<file path="config.mk">
export PLATFORM = sky130hd
export DESIGN_NAME = apb_gpio_ctrl
export DESIGN_NICKNAME = d
export VERILOG_FILES = /design/src/rtl/apb_gpio_pkg.sv /design/src/rtl/apb_gpio_ctrl.sv
export SDC_FILE = /design/constraint.sdc
export NUM_CORES = 1
export LEC_CHECK = 0
export CORE_UTILIZATION = 45
export DETAILED_ROUTE_END_ITERATION = 7
export PLACE_DENSITY = 0.83
export SYNTH_ARGS = -nofsm -noshare
export SYNTH_HDL_FRONTEND = slang
export SYNTH_SLANG_ARGS = --single-unit
export TNS_END_PERCENT = 1
</file>
<file path="constraint.sdc">
create_clock -name sys_clk -period 3.1 [get_ports sys_clk]
set_clock_uncertainty 0.15 [all_clocks]
set_input_delay 0.62 -clock sys_clk [delete_from_list [all_inputs] [get_ports sys_clk]]
set_output_delay 0.62 -clock sys_clk [all_outputs]
set_load 0.01 [all_outputs]
</file>
<file path="src/rtl/apb_gpio_pkg.sv">
// Shared definitions for the APB-to-GPIO register bridge: FSM state
// encoding, GPIO register offsets and the access legality check.
package apb_gpio_pkg;

    typedef enum logic [2:0] {
        IDLE = 3'd0,
        WR   = 3'd1,
        RD   = 3'd2,
        RDY  = 3'd3,
        ERR  = 3'd4
    } apb_state_e;

    // Byte offsets of the GPIO register file
    localparam logic [31:0] RGPIO_IN    = 32'h00;
    localparam logic [31:0] RGPIO_OUT   = 32'h04;
    localparam logic [31:0] RGPIO_OE    = 32'h08;
    localparam logic [31:0] RGPIO_INTE  = 32'h0C;
    localparam logic [31:0] RGPIO_PTRIG = 32'h10;
    localparam logic [31:0] RGPIO_AUX   = 32'h14;
    localparam logic [31:0] RGPIO_CTRL  = 32'h18;
    localparam logic [31:0] RGPIO_INTS  = 32'h1C;
    localparam logic [31:0] RGPIO_ECLK  = 32'h20;
    localparam logic [31:0] RGPIO_NEC   = 32'h24;

    // RGPIO_IN reflects the pins, so it cannot be written
    function automatic logic apb_illegal(input logic [31:0] addr, input logic wr);
        return (addr[1:0] != 2'b00) || (addr > RGPIO_NEC) || (wr && (addr == RGPIO_IN));
    endfunction

endpackage

</file>
<file path="src/rtl/apb_gpio_ctrl.sv">
// APB slave front-end for the GPIO register file: zero-wait writes,
// RD_WAIT+1 wait-state reads, and an error response for illegal accesses.
module apb_gpio_ctrl
    import apb_gpio_pkg::*;
#(
    parameter int unsigned RD_WAIT = 1   // 0..7
) (
    input  logic        sys_clk,
    input  logic        sys_rst,
    input  logic        psel,
    input  logic        penable,
    input  logic        pwrite,
    input  logic [31:0] paddr,
    input  logic [31:0] pwdata,
    output logic [31:0] prdata,
    output logic        pready,
    output logic        pslverr,
    output logic [31:0] gpio_addr,
    output logic [31:0] gpio_dat_i,
    output logic        gpio_we,
    input  logic [31:0] gpio_dat_o
);

    localparam logic [2:0] LAST_CNT = 3'(RD_WAIT);

    apb_state_e  state_q, state_d;
    logic [2:0]  cnt_q, cnt_d;
    logic [31:0] addr_q, addr_d;
    logic [31:0] wdat_q, wdat_d;
    logic [31:0] rdat_q, rdat_d;
    logic        we_c, rdy_c, err_c;

    always_ff @(posedge sys_clk or negedge sys_rst) begin
        if (!sys_rst) begin
            state_q <= IDLE;
            cnt_q   <= '0;
            addr_q  <= '0;
            wdat_q  <= '0;
            rdat_q  <= '0;
        end else begin
            state_q <= state_d;
            cnt_q   <= cnt_d;
            addr_q  <= addr_d;
            wdat_q  <= wdat_d;
            rdat_q  <= rdat_d;
        end
    end

    always_comb begin
        state_d = state_q;
        cnt_d   = cnt_q;
        addr_d  = addr_q;
        wdat_d  = wdat_q;
        rdat_d  = rdat_q;
        we_c    = 1'b0;
        rdy_c   = 1'b0;
        err_c   = 1'b0;
        case (state_q)
            IDLE: begin
                if (psel && !penable) begin
                    addr_d = paddr;
                    cnt_d  = '0;
                    if (pwrite) wdat_d = pwdata;
                    if (apb_illegal(paddr, pwrite)) begin
                        state_d = ERR;
                        rdat_d  = '0;
                    end else begin
                        state_d = pwrite ? WR : RD;
                    end
                end
            end
            WR: begin
                we_c    = psel & penable;
                rdy_c   = psel;
                state_d = IDLE;
            end
            RD: begin
                // Losing psel mid-read drops the transfer without a response
                if (!psel) begin
                    state_d = IDLE;
                end else if (cnt_q == LAST_CNT) begin
                    rdat_d  = gpio_dat_o;
                    state_d = RDY;
                end else begin
                    cnt_d = cnt_q + 3'd1;
                end
            end
            RDY: begin
                rdy_c   = psel;
                state_d = IDLE;
            end
            ERR: begin
                rdy_c   = 1'b1;
                err_c   = 1'b1;
                state_d = IDLE;
            end
            default: state_d = IDLE;
        endcase
    end

    assign gpio_addr  = addr_q;
    assign gpio_dat_i = wdat_q;
    assign gpio_we    = we_c;
    assign prdata     = rdat_q;
    assign pready     = rdy_c;
    assign pslverr    = err_c;

endmodule

</file>
==> results of run 1 <==
## power by group
| part | leakage [nW] | total, mW | switching [mW] | internal [mW] |
|---|---|---|---|---|
| registers | 1.22 | 1.68 | 0.128 | 1.56 |
| logic | 1.52 | 1.10 | 0.404 | 0.691 |
| clock network | 0.105 | 0.860 | 0.474 | 0.385 |
## per-stage QoR
step / util / area (um^2) / hold WS, ns / worst slack, ns
6_report: 0.699 / 6810 / 0.164 / 0.246
5_1_grt: 0.699 / 6810 / 0.202 / 0.154
4_1_cts: 0.699 / 6810 / 0.172 / 0.234
3_5_place_dp: 0.679 / 6600 / 0.342 / 0.234
3_3_place_gp: 0.679 / 6600 / 0.337 / 0.244
2_1_floorplan: - / 4480 / 0.174 / 1.13
## worst min path at each step
stage	slack [ns]	endpoint	cells past startpoint	startpoint
3_5_place_dp	0.34	gpio_dat_i[21]	1	gpio_dat_i[21]
4_1_cts	0.17	prdata[21]	1	sys_rst
5_1_grt	0.20	gpio_dat_i[26]	1	sys_rst
3_3_place_gp	0.34	gpio_dat_i[7]	1	gpio_dat_i[7]
2_1_floorplan	0.17	cnt_q[0]	0	sys_rst
6_report	0.16	gpio_dat_i[22]	1	sys_rst
## sequential cells by signal (all words and copies together) (netlist names)
name / cells
cnt_q: 3
gpio_dat_i: 32
prdata: 32
gpio_addr: 32
state_q: 3
## layer usage
layer	GRT usage	up-vias	routed length, um
li1	-	1668	-
met1	0.261	1700	4350
met2	0.362	131	5530
met3	0.0746	21	933
met4	0.0747	0	252
met5	0	-	0
## cells by family after synthesis
kind of cell	Yosys count	share of synthesized area
compound gates	72	0.121
fa+ha+maj	2	0.00558
buf+inv	52	0.0564
flops	102	0.569
mux	65	0.163
simple gates	69	0.0843
## cell type report
class | count | area [um^2]
fillers | 745 | 2920
flip-flops and latches | 102 | 2550
repair buffers | 208 | 2080
multi-input cells | 208 | 1680
well taps | 133 | 166
clock buffers | 9 | 124
inverters | 33 | 124
clock inverters | 7 | 78.8
## layout by cell type (no fill, tap or decap), types with 4 or more instances in the layout
| cell | n |
|---|---|
| o22ai_1 | 32 |
| a21boi_2 | 9 |
| o21ai_0 | 4 |
| nand2_1 | 5 |
| a21boi_1 | 19 |
| clkdlybuf4s50_1 | 198 |
| nor2_1 | 33 |
| inv_6 | 4 |
| mux2_2 | 64 |
| inv_1 | 33 |
| dfrtp_1 | 102 |
| buf_4 | 8 |
| nor4_1 | 9 |
| a21boi_0 | 4 |
| clkbuf_8 | 9 |
==> metrics.cfg, run 1 <==
[placed_design]
numPortBuffers = 199
dp_hpwl_mm = 8.23
dpl.cell_count = 684
gp_congestion = 0.747

[setup_path]
crit_fanout = 3
cp.depth = 4
critical_path.top_delay_family = buffers and inverters
timing.rr.start = cnt_q[1]
cp-end-kind = primary output
cp_slowest_cell = clkdlybuf4s50_1
startpoint = penable
worst_r2r_path_depth = 7
r2r-end = prdata[16]
cp-endpoint = gpio_we
crit_chain = clkdlybuf4s50_1 > nor2b_1 > nor2b_1 > clkdlybuf4s50_1
startpoint_type = input port
crit_buf_inv = 2
worst-setup-path-type = in2out
critPathMaxStageDelay_ns = 0.54
worst-r2r-setup-slack_ns = 1.05
worstPathRequired_ns = 2.33
arrival_ns = 2.08

[die]
std_cell_rows = 36
die_h_um = 102
core_mm2 = 0.00973
initial_core_util = 0.461
dieArea_mm2 = 0.0104
io_pins = 200
die_x_um = 102

[sta]
maxSlewHeadroom = 0.517
rsz0062_at_grt = false
hold_viol = 0
finalSetupTns_ns = 0
max_freq_ghz = 0.350
maxSlewViolCount = 0
min_period_over_period = 0.921
tightestPinTransition_ns = 0.725
setup_viol = 0
final.min_clock_period_ns = 2.85

[global_route]
grt_max_degree = 65
grt_pass1_vias = 3608
gr-usage-all-layers = 0.216
antenna_found_initial = 0
grt_pass1_wl_mm = 17.3
grt_overflow = 0

[synthesis]
syn_nets = 465
synth_area_mm2 = 0.00448
ys_ff_latch = 102
synth_area_per_cell_um2 = 12.4
ys.flop_type = dfrtp_1
yosys.area.top_type = dfrtp_1
yosys_warnings = 0
async_flop_share = 1.00
ys_top_cells_by_area = dfrtp_1 (57%), mux2_2 (16%), o22ai_1 (4.5%), a21boi_1 (3.2%), inv_1 (2.8%)
synth.top_cells.by_count = dfrtp_1 (102), mux2_2 (64), inv_1 (33), nor2_1 (33), o22ai_1 (32)
synth_cells = 362
synth_top_area_share = 0.569
synth.most_common_cell = dfrtp_1
synth.distinct_cells = 35
synth_edf_count = 0
synth_seq_area_share = 0.569

[power]
p_leak_nw = 2.85
p_per_area_mw_per_mm2 = 535
ir_drop_mv = 0.309
finalPower_mw = 3.64

[finish]
instances_no_fill = 700
area_growth_pct = 51.8
diodes = 0
nets = 665
drive_gt1_frac = 0.182

[worst_hold_path]
hold_path_class = in2async

[cts]
clkSlewWorstSetupHoldPaths_ns = 0.11
clock-sinks = 102
cts_buffers = 9
root_buffer = clkbuf_8
post_cts_buffers = 0
cts_hold_buf = 0
htree_num_levels = 3
cts_tree = done
clockBufferDepth = 2
cts_resized = 0
insertion_delay_ns = 0.36

[detailed_routing]
wl_per_cell_um = 15.8
ant_nets = 0
wirelength_mm = 11.1
avgViaCountPerCell = 5.03
vias = 3520
drtPass1Iterations = 4
drc = 0
drt-initial-drc-count = 63

[run_status]
status = finished, final reports clean

[flow_run]
max_cap_violations = 0

No activity file was read; power rests on OpenSTA's default activity.
==> run 2: changes to the inputs <==
--- a/config.mk
+++ b/config.mk
@@ -7,6 +7,7 @@
 export LEC_CHECK = 0
 export CORE_UTILIZATION = 45
 export DETAILED_ROUTE_END_ITERATION = 7
+export HOLD_SLACK_MARGIN = 0.02
 export PLACE_DENSITY = 0.83
 export SYNTH_ARGS = -nofsm -noshare
 export SYNTH_HDL_FRONTEND = slang
==> results of run 2 <==
Final layout, timing and power as in run 1 (identical DEF).
